==> src/rtl/sequenciador_operacao.sv <==
// -----------------------------------------------------------------------------
// sequenciador_operacao
//
// Operand sequencer for the SomaMultiplica add/multiply stage. It pairs two
// words of an input stream into the stage operands (abc, xis) together with
// the operation select H. It holds the operands stable while the stage
// computes and captures the stage's registered result one cycle later. The
// result is then presented on an output valid/ready handshake. Completed
// operations are counted modulo 256.
//
// Ports
//   clk          rising-edge clock
//   rst_n        asynchronous active-low reset
//   dado_in      input word (first = abc operand, second = xis operand)
//   op_in        operation select, sampled with the first word (1 mul, 0 add)
//   dado_valid   producer has a word on dado_in
//   dado_ready   block accepts a word this cycle
//   abc, xis     operands to the arithmetic stage
//   H            operation select to the arithmetic stage
//   resultado    registered result from the arithmetic stage
//   saida        captured result
//   saida_valid  saida holds a result awaiting the consumer
//   saida_ready  consumer accepts saida
//   contagem     completed operations, wraps modulo 256
// -----------------------------------------------------------------------------
module sequenciador_operacao #(
  parameter int WIDTH = 16
) (
  input  logic             clk,
  input  logic             rst_n,
  input  logic [WIDTH-1:0] dado_in,
  input  logic             op_in,
  input  logic             dado_valid,
  output logic             dado_ready,
  output logic [WIDTH-1:0] abc,
  output logic [WIDTH-1:0] xis,
  output logic             H,
  input  logic [WIDTH-1:0] resultado,
  output logic [WIDTH-1:0] saida,
  output logic             saida_valid,
  input  logic             saida_ready,
  output logic [7:0]       contagem
);

  typedef enum logic [2:0] {
    ESPERA_A = 3'd0,  // waiting for the abc word
    ESPERA_B = 3'd1,  // waiting for the xis word
    EXECUTA  = 3'd2,  // operands stable, stage samples them at the end
    AGUARDA  = 3'd3,  // stage result is registered, capture it
    ENTREGA  = 3'd4   // result offered downstream
  } estado_t;

  estado_t          estado_q, estado_d;
  logic [WIDTH-1:0] abc_q, abc_d;
  logic [WIDTH-1:0] xis_q, xis_d;
  logic [WIDTH-1:0] saida_q, saida_d;
  logic             h_q, h_d;
  logic [7:0]       cont_q, cont_d;
  logic             aceita_estado;
  logic             entrega_estado;

  // Handshake flags are pure decodes of the state register. They are gated
  // with rst_n because the reset state is ESPERA_A, which would otherwise
  // report ready while the block is held in reset.
  assign aceita_estado  = (estado_q == ESPERA_A) || (estado_q == ESPERA_B);
  assign entrega_estado = (estado_q == ENTREGA);
  assign dado_ready     = rst_n & aceita_estado;
  assign saida_valid    = rst_n & entrega_estado;

  assign abc      = abc_q;
  assign xis      = xis_q;
  assign H        = h_q;
  assign saida    = saida_q;
  assign contagem = cont_q;

  always_comb begin
    // NOTE: every signal driven here gets a default first; a path that left
    // one unassigned would infer a latch.
    estado_d = estado_q;
    abc_d    = abc_q;
    xis_d    = xis_q;
    h_d      = h_q;
    saida_d  = saida_q;
    cont_d   = cont_q;

    unique case (estado_q)
      ESPERA_A: begin
        if (dado_valid) begin
          abc_d    = dado_in;
          h_d      = op_in;
          estado_d = ESPERA_B;
        end
      end
      ESPERA_B: begin
        if (dado_valid) begin
          xis_d    = dado_in;
          estado_d = EXECUTA;
        end
      end
      EXECUTA: begin
        estado_d = AGUARDA;
      end
      AGUARDA: begin
        // resultado now reflects the operands held through EXECUTA.
        saida_d  = resultado;
        cont_d   = cont_q + 8'd1;
        estado_d = ENTREGA;
      end
      ENTREGA: begin
        if (saida_ready) estado_d = ESPERA_A;
      end
      default: estado_d = ESPERA_A;
    endcase
  end

  // NOTE: state is updated with non-blocking assignments so every register
  // samples the values from before the edge, regardless of statement order.
  // NOTE: all datapath registers are reset; the outputs drive another block,
  // so they must come up at a known value rather than whatever powers up.
  always_ff @(posedge clk or negedge rst_n) begin
    if (!rst_n) begin
      estado_q <= ESPERA_A;
      abc_q    <= '0;
      xis_q    <= '0;
      h_q      <= 1'b0;
      saida_q  <= '0;
      cont_q   <= 8'd0;
    end else begin
      estado_q <= estado_d;
      abc_q    <= abc_d;
      xis_q    <= xis_d;
      h_q      <= h_d;
      saida_q  <= saida_d;
      cont_q   <= cont_d;
    end
  end

endmodule

==> config.mk <==
export PLATFORM = sky130hd
export DESIGN_NAME = sequenciador_operacao
export DESIGN_NICKNAME = d
export VERILOG_FILES = /design/src/rtl/sequenciador_operacao.sv
export SDC_FILE = /design/constraint.sdc
export NUM_CORES = 1
export LEC_CHECK = 0
export ABC_AREA = 0
export BUFFER_PORTS_ARGS = -buffer_cell sky130_fd_sc_hd__buf_2
export CAP_MARGIN = 10
export CORE_AREA = 2 2 93 95
export CTS_CLUSTER_SIZE = 20
export DETAILED_ROUTE_END_ITERATION = 16
export DIE_AREA = 0 0 95 97
export PLACE_DENSITY = 0.58
export SYNTH_ARGS = -nofsm -noshare
export SYNTH_HDL_FRONTEND = slang
export SYNTH_SLANG_ARGS = --single-unit
==> constraint.sdc <==
create_clock -name clk -period 2 [get_ports clk]
set_input_delay 0.6 -clock clk [delete_from_list [all_inputs] [get_ports clk]]
set_output_delay 0.6 -clock clk [all_outputs]
set_load 0.01 [all_outputs]
==> flow_summary.html, run 1 <==
<table>
<tr><th>Metric</th><th>Value</th></tr>
<tr><th colspan="2">Run status</th></tr>
<tr><td>Outcome</td><td>complete, no violations</td></tr>
<tr><th colspan="2">Timing</th></tr>
<tr><td>Worst Hold Margin</td><td>0.0938 ns</td></tr>
<tr><td>Slew Limit Headroom</td><td>0.681</td></tr>
<tr><td>RSZ-0062 raised after global routing</td><td>false</td></tr>
<tr><td>Crit path setup slack, layout</td><td>0.121 ns</td></tr>
<tr><td>Final Max Tran Viols</td><td>0</td></tr>
<tr><td>Transition time at the pin with the least slew margin</td><td>0.479 ns</td></tr>
<tr><td>Highest clock frequency the design can meet</td><td>532 MHz</td></tr>
<tr><td>Final number of hold-violating endpoints</td><td>0</td></tr>
<tr><td>Final worst path period share</td><td>0.939</td></tr>
<tr><td>Final number of setup-violating endpoints</td><td>0</td></tr>
<tr><td>Skew final</td><td>0.00561 ns</td></tr>
<tr><td>Final total negative setup slack</td><td>0 ns</td></tr>
<tr><td>Clock period minus final worst setup slack</td><td>1.88 ns</td></tr>
<tr><th colspan="2">Logic synthesis</th></tr>
<tr><td>Avg Inst Size Synth</td><td>12.9 um^2</td></tr>
<tr><td>Post-synthesis cell area</td><td>2410 um^2</td></tr>
<tr><td>Mapped Nets</td><td>225</td></tr>
<tr><td>Post-synthesis cell type with the largest combined area</td><td>sky130_fd_sc_hd__dfrtp_1</td></tr>
<tr><td>Number of warnings issued by yosys</td><td>0</td></tr>
<tr><td>Share of the synthesized area in the top cell type</td><td>0.623</td></tr>
<tr><td>Proportion of synthesized chip area in sequential cells</td><td>0.623</td></tr>
<tr><td>Gate count after technology mapping</td><td>187</td></tr>
<tr><td>Largest cells by area after synthesis</td><td>sky130_fd_sc_hd__dfrtp_1, sky130_fd_sc_hd__mux2_2, sky130_fd_sc_hd__nand2_1</td></tr>
<tr><td>Flip-flop and latch count after synthesis</td><td>60</td></tr>
<tr><td>Number of unique standard cell types used by synthesis</td><td>25</td></tr>
<tr><th colspan="2">Route</th></tr>
<tr><td>DRC viols</td><td>0</td></tr>
<tr><td>Detail Route met2 WL</td><td>2300 um</td></tr>
<tr><td>Final WL</td><td>5080 um</td></tr>
<tr><td>DRT antenna net count</td><td>0</td></tr>
<tr><td>Met3 wire length</td><td>373 um</td></tr>
<tr><td>DR iter-0 viols</td><td>37</td></tr>
<tr><td>Drt first pass iters</td><td>4</td></tr>
<tr><td>Routed wire length per instance</td><td>12.7 um</td></tr>
<tr><td>Routed met1 length</td><td>2340 um</td></tr>
<tr><td>Uppermost signal routing layer after detailed routing</td><td>met4</td></tr>
<tr><td>Total number of vias</td><td>1715</td></tr>
<tr><td>Vias per cell</td><td>4.28</td></tr>
<tr><th colspan="2">CTS</th></tr>
<tr><td>Count of hold buffers inserted by post-cts repair</td><td>0</td></tr>
<tr><td>H-tree depth</td><td>3</td></tr>
<tr><td>Clock network latency to the later pin of the worst-skew pair</td><td>0.33 ns</td></tr>
<tr><td>CTS max path bufs</td><td>2</td></tr>
<tr><td>Clock root buffer master</td><td>sky130_fd_sc_hd__clkbuf_8</td></tr>
<tr><td>Total setup buffers inserted after CTS</td><td>0</td></tr>
<tr><td>CTS buffer count</td><td>9</td></tr>
<tr><td>Clock tree from TritonCTS</td><td>yes</td></tr>
<tr><td>Sinks on Clock Net</td><td>60</td></tr>
<tr><td>Clock-pin transition on the worst setup and hold timing paths</td><td>0.07 ns</td></tr>
<tr><th colspan="2">GRT</th></tr>
<tr><td>Global Route Usage Sum</td><td>0.120</td></tr>
<tr><td>Via count of the first global-routing pass</td><td>1748</td></tr>
<tr><td>Remaining global-route overflow</td><td>0</td></tr>
<tr><td>Number of antenna violations at the first check in global routing</td><td>0</td></tr>
<tr><td>Wire length of the first global-routing pass</td><td>8530 um</td></tr>
<tr><td>Maximum number of pins on one net before global-route repair</td><td>39</td></tr>
<tr><th colspan="2">Cells and area</th></tr>
<tr><td>Most used cells in the layout excluding fill and tap cells</td><td>sky130_fd_sc_hd__buf_2, sky130_fd_sc_hd__dfrtp_1, sky130_fd_sc_hd__nand2_1</td></tr>
<tr><td>Final standard cell count with taps included and fillers excluded</td><td>401</td></tr>
<tr><td>Layout Nets</td><td>329</td></tr>
<tr><td>Antenna cell count</td><td>0</td></tr>
<tr><td>Layout cell share with drive strength beyond 1</td><td>0.520</td></tr>
<tr><td>Post-layout instance area</td><td>3280 um^2</td></tr>
<tr><td>Synthesis-to-layout area growth</td><td>36.3%</td></tr>
<tr><td>Most frequent standard cell in the layout excluding fill and tap cells</td><td>sky130_fd_sc_hd__buf_2</td></tr>
<tr><th colspan="2">Worst setup path</th></tr>
<tr><td>Stage delay of the slowest cell on the critical path</td><td>0.48 ns</td></tr>
<tr><td>Data arrival time of the worst path</td><td>1.28 ns</td></tr>
<tr><td>Reg-to-Reg Start</td><td>estado_q[2]</td></tr>
<tr><td>Crit path buffers/inverters</td><td>1</td></tr>
<tr><td>Crit path required time</td><td>1.40 ns</td></tr>
<tr><td>Critical path's top delay family</td><td>flip-flops</td></tr>
<tr><td>CP Launch Point</td><td>estado_q[0]</td></tr>
<tr><td>Slowest-stage cell, CP</td><td>sky130_fd_sc_hd__dfrtp_1</td></tr>
<tr><td>Setup Crit Path Kind</td><td>reg2out</td></tr>
<tr><td>Kind of launch point of the worst setup path</td><td>register</td></tr>
<tr><td>Sort of element at the end of the critical path</td><td>output pin</td></tr>
<tr><td>CP Cell Sequence</td><td>nor2_1 &gt; and3_1 &gt; buf_2</td></tr>
<tr><td>Maximum fanout along the worst path</td><td>8</td></tr>
<tr><th colspan="2">Floorplanning</th></tr>
<tr><td>Floorplan die height</td><td>97 um</td></tr>
<tr><td>Ports placed on the boundary</td><td>96</td></tr>
<tr><td>Width of the chip</td><td>95 um</td></tr>
<tr><td>Core region area</td><td>8130 um^2</td></tr>
<tr><td>Starting Density</td><td>0.296</td></tr>
<tr><td>Total die area</td><td>9220 um^2</td></tr>
<tr><td>Row cnt</td><td>33</td></tr>
<tr><th colspan="2">Min path</th></tr>
<tr><td>Worst min-delay path class</td><td>in2async</td></tr>
<tr><th colspan="2">Placed design</th></tr>
<tr><td>Total of buffers placed on input and output ports</td><td>95</td></tr>
<tr><td>Cell area reported after detailed placement</td><td>3030 um^2</td></tr>
<tr><td>Sum of net half-perimeters after detailed placement</td><td>3680 um</td></tr>
<tr><td>Number of placed instances with taps included</td><td>385</td></tr>
<tr><td>Setup Slack @ Placement</td><td>0.211 ns</td></tr>
<tr><td>Final estimated routing congestion in global placement</td><td>0.685</td></tr>
<tr><th colspan="2">Run</th></tr>
<tr><td>Number of max-cap violations</td><td>0</td></tr>
<tr><th colspan="2">Pwr</th></tr>
<tr><td>Static leakage</td><td>1.70 nW</td></tr>
<tr><td>Power per standard cell area</td><td>1690 nW/um^2</td></tr>
<tr><td>Max rail drop VDD</td><td>0.622 mV</td></tr>
</table>
==> where the power goes <==
group	switching (mW)	internal [mW]	total (mW)
Combinational	0.946	1.07	2.01
Clock	0.454	0.895	1.35
Sequential	0.386	1.79	2.18
==> final timing paths <==
check	endpoint	slack, ns	cells after the start
worst min-delay path	saida[9]	0.09	1
max in group asynchronous	estado_q[1]	1.18	2
worst max-delay path	saida_valid	0.12	3
worst max register to register	abc[0]	0.39	3
min in group clk	saida[7]	0.46	3
worst min register to register	saida[13]	0.48	2
==> cells by family (layout without fill, tap and decap cells) <==
logic type               after synthesis  after routing  synth area share
AO/OA/AOI/OAI                          2              2           0.00415
XOR/XNOR                               8              8            0.0291
adder cells (fa/ha/maj)                1              1           0.00519
buffers and inverters                 10            119            0.0296
flip-flops                            60             60             0.623
multiplexers                          33             33             0.170
AND/OR/NAND/NOR                       73             73             0.139
==> per-stage QoR <==
| stage | util | total power [mW] |
|---|---|---|
| floorplan | - | 3.41 |
| global placement | 0.373 | 4.19 |
| detailed placement | 0.373 | 4.25 |
| CTS | 0.404 | 5.65 |
| global route | 0.404 | 5.95 |
| finish | 0.404 | 5.54 |
==> Yosys cell counts <==
cell type / count
sky130_fd_sc_hd__nand3b_1: 2
sky130_fd_sc_hd__ha_1: 1
sky130_fd_sc_hd__buf_8: 1
sky130_fd_sc_hd__nor2_1: 4
sky130_fd_sc_hd__and3_1: 2
sky130_fd_sc_hd__clkbuf_1: 3
sky130_fd_sc_hd__buf_2: 3
sky130_fd_sc_hd__nand4_1: 3
sky130_fd_sc_hd__xor2_1: 4
sky130_fd_sc_hd__nor4b_4: 1
sky130_fd_sc_hd__nand3_1: 1
sky130_fd_sc_hd__buf_6: 2
sky130_fd_sc_hd__nand2b_1: 1
sky130_fd_sc_hd__and3b_1: 1
sky130_fd_sc_hd__buf_4: 1
sky130_fd_sc_hd__dfrtp_1: 60
sky130_fd_sc_hd__nor4bb_1: 1
sky130_fd_sc_hd__mux2_4: 10
sky130_fd_sc_hd__o21ai_0: 1
sky130_fd_sc_hd__a21oi_1: 1
sky130_fd_sc_hd__mux2_2: 23
sky130_fd_sc_hd__nor3_1: 2
sky130_fd_sc_hd__nand2_1: 54
sky130_fd_sc_hd__xnor2_1: 4
sky130_fd_sc_hd__nor3b_1: 1
==> flip-flops by register name (all words and copies together) (netlist names) <==
signal and cells:
abc 16, saida 16, xis 16, contagem 8
estado_q 3, H 1
==> layer usage <==
layer | up-vias | track usage
met2 | 68 | 0.183
met4 | 0 | 0.0334
met1 | 817 | 0.155
met5 | - | 0
met3 | 6 | 0.0498
li1 | 824 | -
==> what timing repair did <==
item,4_1_cts,5_1_grt
resized for setup,0,1
setup endpoints to repair,0,1
hold endpoints to repair,0,0
==> area by class of cell <==
| type | instances | area (um^2) |
|---|---|---|
| fill | 825 | 4850 |
| sequential | 60 | 1500 |
| multi-input combinational | 117 | 852 |
| timing repair buffer | 103 | 548 |
| clock buffer | 12 | 155 |
| tap | 105 | 131 |
| clock inverter | 4 | 95.1 |
(Power assumes the default switching activity.)
==> run 2, diff against run 1 <==
CORE_AREA = 2 2 77 115   (was 2 2 93 95)
CTS_CLUSTER_DIAMETER = 100   (was not set)
DIE_AREA = 0 0 79 117   (was 0 0 95 97)
REMOVE_ABC_BUFFERS = 1   (was not set)
==> flow_summary.html, run 2 (synthesis gave the netlist of run 1 again) <==
<table>
<tr><th>Metric</th><th>Value</th></tr>
<tr><th colspan="2">Floorplanning</th></tr>
<tr><td>Width of the chip</td><td>79 um</td></tr>
<tr><td>Row cnt</td><td>41</td></tr>
<tr><td>Starting Density</td><td>0.290</td></tr>
<tr><td>Core region area</td><td>8310 um^2</td></tr>
<tr><td>Total die area</td><td>9240 um^2</td></tr>
<tr><td>Floorplan die height</td><td>117 um</td></tr>
<tr><td>Ports placed on the boundary</td><td>96</td></tr>
<tr><th colspan="2">Run status</th></tr>
<tr><td>Outcome</td><td>complete, no violations</td></tr>
<tr><th colspan="2">Timing</th></tr>
<tr><td>Final number of hold-violating endpoints</td><td>0</td></tr>
<tr><td>RSZ-0062 raised after global routing</td><td>false</td></tr>
<tr><td>Worst Hold Margin</td><td>0.462 ns</td></tr>
<tr><td>Final number of setup-violating endpoints</td><td>0</td></tr>
<tr><td>Crit path setup slack, layout</td><td>0.118 ns</td></tr>
<tr><td>Transition time at the pin with the least slew margin</td><td>0.729 ns</td></tr>
<tr><td>Skew final</td><td>0.00631 ns</td></tr>
<tr><td>Final Max Tran Viols</td><td>0</td></tr>
<tr><td>Final worst path period share</td><td>0.941</td></tr>
<tr><td>Highest clock frequency the design can meet</td><td>531 MHz</td></tr>
<tr><td>Clock period minus final worst setup slack</td><td>1.88 ns</td></tr>
<tr><td>Final total negative setup slack</td><td>0 ns</td></tr>
<tr><td>Slew Limit Headroom</td><td>0.514</td></tr>
<tr><th colspan="2">Placed design</th></tr>
<tr><td>Sum of net half-perimeters after detailed placement</td><td>3550 um</td></tr>
<tr><td>Setup Slack @ Placement</td><td>0.268 ns</td></tr>
<tr><td>Final estimated routing congestion in global placement</td><td>0.713</td></tr>
<tr><td>Total of buffers placed on input and output ports</td><td>95</td></tr>
<tr><th colspan="2">Cells and area</th></tr>
<tr><td>Number of fill cells</td><td>843</td></tr>
<tr><td>Combined flip-flop and latch cell area</td><td>1500 um^2</td></tr>
<tr><td>Most used cells in the layout excluding fill and tap cells</td><td>sky130_fd_sc_hd__buf_2, sky130_fd_sc_hd__dfrtp_1, sky130_fd_sc_hd__nand2_1</td></tr>
<tr><td>Synthesis-to-layout area growth</td><td>38.2%</td></tr>
<tr><td>Layout cell share with drive strength beyond 1</td><td>0.507</td></tr>
<tr><td>Layout Nets</td><td>326</td></tr>
<tr><td>Area taken by multi-input logic gates</td><td>852 um^2</td></tr>
<tr><td>Most frequent standard cell in the layout excluding fill and tap cells</td><td>sky130_fd_sc_hd__buf_2</td></tr>
<tr><td>Antenna cell count</td><td>0</td></tr>
<tr><th colspan="2">CTS</th></tr>
<tr><td>Post-CTS Resized</td><td>0</td></tr>
<tr><td>Clock tree from TritonCTS</td><td>yes</td></tr>
<tr><td>CTS max path bufs</td><td>2</td></tr>
<tr><td>Total setup buffers inserted after CTS</td><td>0</td></tr>
<tr><td>Count of hold buffers inserted by post-cts repair</td><td>0</td></tr>
<tr><td>CTS buffer count</td><td>9</td></tr>
<tr><td>H-tree depth</td><td>3</td></tr>
<tr><td>Sinks on Clock Net</td><td>60</td></tr>
<tr><td>Clock-pin transition on the worst setup and hold timing paths</td><td>0.05 ns</td></tr>
<tr><td>Clock root buffer master</td><td>sky130_fd_sc_hd__clkbuf_16</td></tr>
<tr><td>Clock network latency to the later pin of the worst-skew pair</td><td>0.32 ns</td></tr>
<tr><th colspan="2">Worst setup path</th></tr>
<tr><td>Setup Crit Path Kind</td><td>reg2out</td></tr>
<tr><td>Worst Reg-to-Reg Cells</td><td>3</td></tr>
<tr><td>Sort of element at the end of the critical path</td><td>output pin</td></tr>
<tr><td>Kind of launch point of the worst setup path</td><td>register</td></tr>
<tr><td>Slowest-stage cell, CP</td><td>sky130_fd_sc_hd__dfrtp_1</td></tr>
<tr><td>RR Endpoint</td><td>abc[6]</td></tr>
<tr><td>Reg-to-Reg Start</td><td>estado_q[2]</td></tr>
<tr><td>Crit path required time</td><td>1.40 ns</td></tr>
<tr><td>Stage delay of the slowest cell on the critical path</td><td>0.56 ns</td></tr>
<tr><td>Register-to-register path setup slack</td><td>0.44 ns</td></tr>
<tr><td>CP Cell Sequence</td><td>nor2_1 &gt; and3_1 &gt; buf_2</td></tr>
<tr><td>Data arrival time of the worst path</td><td>1.28 ns</td></tr>
<tr><td>Maximum fanout along the worst path</td><td>9</td></tr>
<tr><th colspan="2">Pwr</th></tr>
<tr><td>Power per standard cell area</td><td>1710 nW/um^2</td></tr>
<tr><td>Power after layout</td><td>5.70 mW</td></tr>
<tr><td>Static leakage</td><td>1.71 nW</td></tr>
<tr><td>Max rail drop VDD</td><td>0.803 mV</td></tr>
<tr><th colspan="2">Min path</th></tr>
<tr><td>Hold Path Depth</td><td>1</td></tr>
<tr><td>Worst min-delay path class</td><td>reg2reg</td></tr>
<tr><td>Endpoint of the worst hold path</td><td>contagem[7]</td></tr>
<tr><td>Startpoint of the lowest-slack hold path</td><td>contagem[7]</td></tr>
<tr><th colspan="2">Route</th></tr>
<tr><td>Total number of vias</td><td>1715</td></tr>
<tr><td>DRC viols</td><td>0</td></tr>
<tr><td>Drt first pass iters</td><td>4</td></tr>
<tr><td>Vias per cell</td><td>4.30</td></tr>
<tr><td>DR iter-0 viols</td><td>50</td></tr>
<tr><td>DRT antenna net count</td><td>0</td></tr>
<tr><td>Final WL</td><td>4810 um</td></tr>
<tr><td>Routed wire length per instance</td><td>12.0 um</td></tr>
<tr><th colspan="2">GRT</th></tr>
<tr><td>Number of antenna violations at the first check in global routing</td><td>0</td></tr>
<tr><td>Fraction of met1 tracks used by global routing</td><td>0.128</td></tr>
<tr><td>Remaining global-route overflow</td><td>0</td></tr>
<tr><td>Maximum number of pins on one net before global-route repair</td><td>61</td></tr>
<tr><td>Global Route Usage Sum</td><td>0.111</td></tr>
<tr><td>Met2 routing resource usage after global routing</td><td>0.179</td></tr>
<tr><td>Via count of the first global-routing pass</td><td>1680</td></tr>
<tr><td>Wire length of the first global-routing pass</td><td>7870 um</td></tr>
<tr><td>Global-route met3 utilization</td><td>0.0452</td></tr>
<tr><td>Layer with the highest usage after global routing</td><td>met2</td></tr>
<tr><th colspan="2">Run</th></tr>
<tr><td>Number of max-cap violations</td><td>0</td></tr>
</table>
[run 2: stage by stage]
| stage | instances | area [um^2] | util |
|---|---|---|---|
| detailed placement | 384 | 3030 | 0.364 |
| global route | 399 | 3330 | 0.401 |
| global placement | 384 | 3030 | 0.364 |
| finish | 399 | 3330 | 0.401 |
| CTS | 399 | 3330 | 0.401 |
| floorplan | 177 | 2340 | - |
[run 2: layer usage]
metal	part of all wire	up-vias
met5	0	-
met4	0.017	0
met3	0.074	6
met2	0.50	69
met1	0.41	817
li1	-	823
[run 2: how the worst max path moves through the flow]
| stage | from | endpoint | slack [ns] | cells after the start |
|---|---|---|---|---|
| floorplan | dado_valid | xis[0] | -0.80 | 2 |
| global placement | dado_valid | xis[10] | 0.30 | 4 |
| detailed placement | dado_valid | xis[12] | 0.27 | 4 |
| CTS | estado_q[1] | saida_valid | 0.10 | 3 |
| global route | estado_q[1] | saida_valid | 0.004 | 3 |
| finish | estado_q[1] | saida_valid | 0.12 | 3 |
[run 2: layout make-up]
class                   instances  area share
repair buffers                100       0.162
clock inverters                 1     0.00902
multi-input cells             117       0.256
well taps                     107      0.0402
flip-flops and latches         60       0.451
clock buffers                  14      0.0823
[run 2: worst max-delay path: cells and delay by family (launching register included)]
family / cells / cell delay [ns]
buffers and inverters: 1 / 0.13
flip-flops: 1 / 0.56
AND/OR/NAND/NOR: 2 / 0.28
[run 2: report_power, final]
group	internal, mW	total [mW]	switching (mW)
sequential	1.79	2.17	0.377
combinational	1.07	2.01	0.939
clock	1.06	1.52	0.468
total	3.92	5.70	1.78
==> run 3, diff against run 2 <==
CORE_AREA = 2 2 71 107   (was 2 2 77 115)
CTS_CLUSTER_DIAMETER = 120   (was 100)
DIE_AREA = 0 0 73 109   (was 0 0 79 117)
PLACE_DENSITY = 0.63   (was 0.58)
==> flow_summary.html, run 3 (synthesis gave the netlist of run 1 again) <==
<table>
<tr><th>Metric</th><th>Value</th></tr>
<tr><th colspan="2">Timing</th></tr>
<tr><td>Final total negative setup slack</td><td>0 ns</td></tr>
<tr><td>Skew final</td><td>0.0103 ns</td></tr>
<tr><td>Final worst path period share</td><td>0.952</td></tr>
<tr><td>Worst Hold Margin</td><td>0.292 ns</td></tr>
<tr><td>Clock period minus final worst setup slack</td><td>1.90 ns</td></tr>
<tr><td>Crit path setup slack, layout</td><td>0.0953 ns</td></tr>
<tr><td>RSZ-0062 raised after global routing</td><td>false</td></tr>
<tr><td>Final number of hold-violating endpoints</td><td>0</td></tr>
<tr><td>Final Max Tran Viols</td><td>0</td></tr>
<tr><td>Transition time at the pin with the least slew margin</td><td>0.460 ns</td></tr>
<tr><td>Highest clock frequency the design can meet</td><td>525 MHz</td></tr>
<tr><td>Slew Limit Headroom</td><td>0.693</td></tr>
<tr><td>Final number of setup-violating endpoints</td><td>0</td></tr>
<tr><th colspan="2">CTS</th></tr>
<tr><td>Sinks on Clock Net</td><td>60</td></tr>
<tr><td>Count of hold buffers inserted by post-cts repair</td><td>0</td></tr>
<tr><td>H-tree depth</td><td>3</td></tr>
<tr><td>CTS max path bufs</td><td>2</td></tr>
<tr><td>Clock-pin transition on the worst setup and hold timing paths</td><td>0.07 ns</td></tr>
<tr><td>Total setup buffers inserted after CTS</td><td>0</td></tr>
<tr><td>CTS buffer count</td><td>9</td></tr>
<tr><td>Post-CTS Resized</td><td>0</td></tr>
<tr><td>Clock network latency to the later pin of the worst-skew pair</td><td>0.33 ns</td></tr>
<tr><td>Clock tree from TritonCTS</td><td>yes</td></tr>
<tr><td>Clock root buffer master</td><td>sky130_fd_sc_hd__clkbuf_8</td></tr>
<tr><th colspan="2">Route</th></tr>
<tr><td>Total number of vias</td><td>1731</td></tr>
<tr><td>Routed wire length per instance</td><td>12.8 um</td></tr>
<tr><td>Vias per cell</td><td>4.63</td></tr>
<tr><td>DRT antenna net count</td><td>0</td></tr>
<tr><td>Final WL</td><td>4780 um</td></tr>
<tr><td>DR iter-0 viols</td><td>39</td></tr>
<tr><td>DRC viols</td><td>0</td></tr>
<tr><td>Drt first pass iters</td><td>4</td></tr>
<tr><th colspan="2">Pwr</th></tr>
<tr><td>Clock network fraction of total power</td><td>0.234</td></tr>
<tr><td>Sequential share of power</td><td>0.397</td></tr>
<tr><td>P_sw</td><td>1.76 mW</td></tr>
<tr><td>Net switching share of the total power</td><td>0.323</td></tr>
<tr><td>Power per standard cell area</td><td>1680 nW/um^2</td></tr>
<tr><td>Static leakage</td><td>1.68 nW</td></tr>
<tr><td>Total internal power</td><td>3.68 mW</td></tr>
<tr><td>Max rail drop VDD</td><td>0.775 mV</td></tr>
<tr><td>Power after layout</td><td>5.44 mW</td></tr>
<tr><td>Relative contribution of combinational cells to total power</td><td>0.369</td></tr>
<tr><th colspan="2">Run</th></tr>
<tr><td>Number of max-cap violations</td><td>0</td></tr>
<tr><th colspan="2">Worst setup path</th></tr>
<tr><td>Setup Crit Path Kind</td><td>reg2out</td></tr>
<tr><td>RR Endpoint</td><td>abc[1]</td></tr>
<tr><td>Data arrival time of the worst path</td><td>1.30 ns</td></tr>
<tr><td>Kind of launch point of the worst setup path</td><td>register</td></tr>
<tr><td>Crit path required time</td><td>1.40 ns</td></tr>
<tr><td>Worst Reg-to-Reg Cells</td><td>3</td></tr>
<tr><td>Reg-to-Reg Start</td><td>estado_q[2]</td></tr>
<tr><td>Maximum fanout along the worst path</td><td>9</td></tr>
<tr><td>Register-to-register path setup slack</td><td>0.44 ns</td></tr>
<tr><td>CP Launch Point</td><td>estado_q[1]</td></tr>
<tr><td>Sort of element at the end of the critical path</td><td>output pin</td></tr>
<tr><th colspan="2">Min path</th></tr>
<tr><td>Worst min-delay path class</td><td>in2async</td></tr>
<tr><th colspan="2">Cells and area</th></tr>
<tr><td>Synthesis-to-layout area growth</td><td>34.1%</td></tr>
<tr><td>Area taken by multi-input logic gates</td><td>852 um^2</td></tr>
<tr><td>Layout Nets</td><td>327</td></tr>
<tr><td>Layout cell share with drive strength beyond 1</td><td>0.510</td></tr>
<tr><td>Final core utilization</td><td>0.456</td></tr>
<tr><td>Number of fill cells</td><td>659</td></tr>
<tr><td>Combined flip-flop and latch cell area</td><td>1500 um^2</td></tr>
<tr><td>Most used cells in the layout excluding fill and tap cells</td><td>sky130_fd_sc_hd__buf_2, sky130_fd_sc_hd__dfrtp_1, sky130_fd_sc_hd__nand2_1</td></tr>
<tr><td>Antenna cell count</td><td>0</td></tr>
<tr><td>Most frequent standard cell in the layout excluding fill and tap cells</td><td>sky130_fd_sc_hd__buf_2</td></tr>
<tr><th colspan="2">Floorplanning</th></tr>
<tr><td>Ports placed on the boundary</td><td>96</td></tr>
<tr><td>Floorplan die height</td><td>109 um</td></tr>
<tr><td>Total die area</td><td>7960 um^2</td></tr>
<tr><td>Core region area</td><td>7080 um^2</td></tr>
<tr><td>Width of the chip</td><td>73 um</td></tr>
<tr><td>Starting Density</td><td>0.340</td></tr>
<tr><td>Row cnt</td><td>38</td></tr>
<tr><th colspan="2">GRT</th></tr>
<tr><td>Maximum number of pins on one net before global-route repair</td><td>38</td></tr>
<tr><td>Global Route Usage Sum</td><td>0.128</td></tr>
<tr><td>Via count of the first global-routing pass</td><td>1718</td></tr>
<tr><td>Remaining global-route overflow</td><td>0</td></tr>
<tr><td>Wire length of the first global-routing pass</td><td>7810 um</td></tr>
<tr><td>Number of antenna violations at the first check in global routing</td><td>0</td></tr>
<tr><th colspan="2">Placed design</th></tr>
<tr><td>Setup Slack @ Placement</td><td>0.258 ns</td></tr>
<tr><td>Total of buffers placed on input and output ports</td><td>95</td></tr>
<tr><td>Sum of net half-perimeters after detailed placement</td><td>3480 um</td></tr>
<tr><td>Final estimated routing congestion in global placement</td><td>0.721</td></tr>
<tr><th colspan="2">Run status</th></tr>
<tr><td>Outcome</td><td>complete, no violations</td></tr>
</table>
run 3: cell count changes in the layout (fill, tap and decap cells not counted):
cell                        delta
sky130_fd_sc_hd__clkinv_2      +2
sky130_fd_sc_hd__bufinv_16     +2
sky130_fd_sc_hd__clkbuf_8      +6
sky130_fd_sc_hd__clkbuf_16     -9
sky130_fd_sc_hd__buf_4         +1
run 3: layer usage:
| metal | vias to the layer above | track usage | share of wire |
|---|---|---|---|
| met2 | 82 | 0.205 | 0.49 |
| met5 | - | 0 | 0 |
| met4 | 0 | 0.0794 | 0.022 |
| met3 | 10 | 0.0323 | 0.066 |
| met1 | 821 | 0.151 | 0.42 |
| li1 | 818 | - | - |
run 3: layout make-up:
| cell class | count | share of cell area |
|---|---|---|
| well taps | 80 | 0.0310 |
| clock buffers | 11 | 0.0407 |
| repair buffers | 101 | 0.169 |
| clock inverters | 5 | 0.0310 |
| flip-flops and latches | 60 | 0.465 |
| multi-input cells | 117 | 0.264 |
run 3: power groups by stage:
stage | combinational [mW] | clock [mW] | sequential (mW)
final | 2.01 | 1.27 | 2.16
after global placement | 2.00 | 0 | 2.18
after global routing | 2.23 | 1.37 | 2.24
after floorplan | 0.912 | 0 | 2.41
after CTS | 2.05 | 1.32 | 2.17
after detailed placement | 2.05 | 0 | 2.18
run 3: metrics by stage:
step           area, um^2  cells
6_report             3230    374
5_1_grt              3230    374
4_1_cts              3230    374
3_5_place_dp         3000    358
3_3_place_gp         3000    358
2_1_floorplan        2340    177
run 3: worst max path at each step:
stage / cells after the start / slack [ns] / end
6_report: 3 / 0.1 / saida_valid
5_1_grt: 3 / 0.008 / saida_valid
4_1_cts: 3 / 0.07 / saida_valid
3_5_place_dp: 4 / 0.26 / xis[5]
3_3_place_gp: 4 / 0.30 / xis[15]
2_1_floorplan: 2 / -0.80 / xis[0]
run 3: critical path, cell delays in order (launching register included):
cell	delay, ns
sky130_fd_sc_hd__dfrtp_1	0.56
sky130_fd_sc_hd__nor2_1	0.10
sky130_fd_sc_hd__and3_1	0.19
sky130_fd_sc_hd__buf_2	0.13
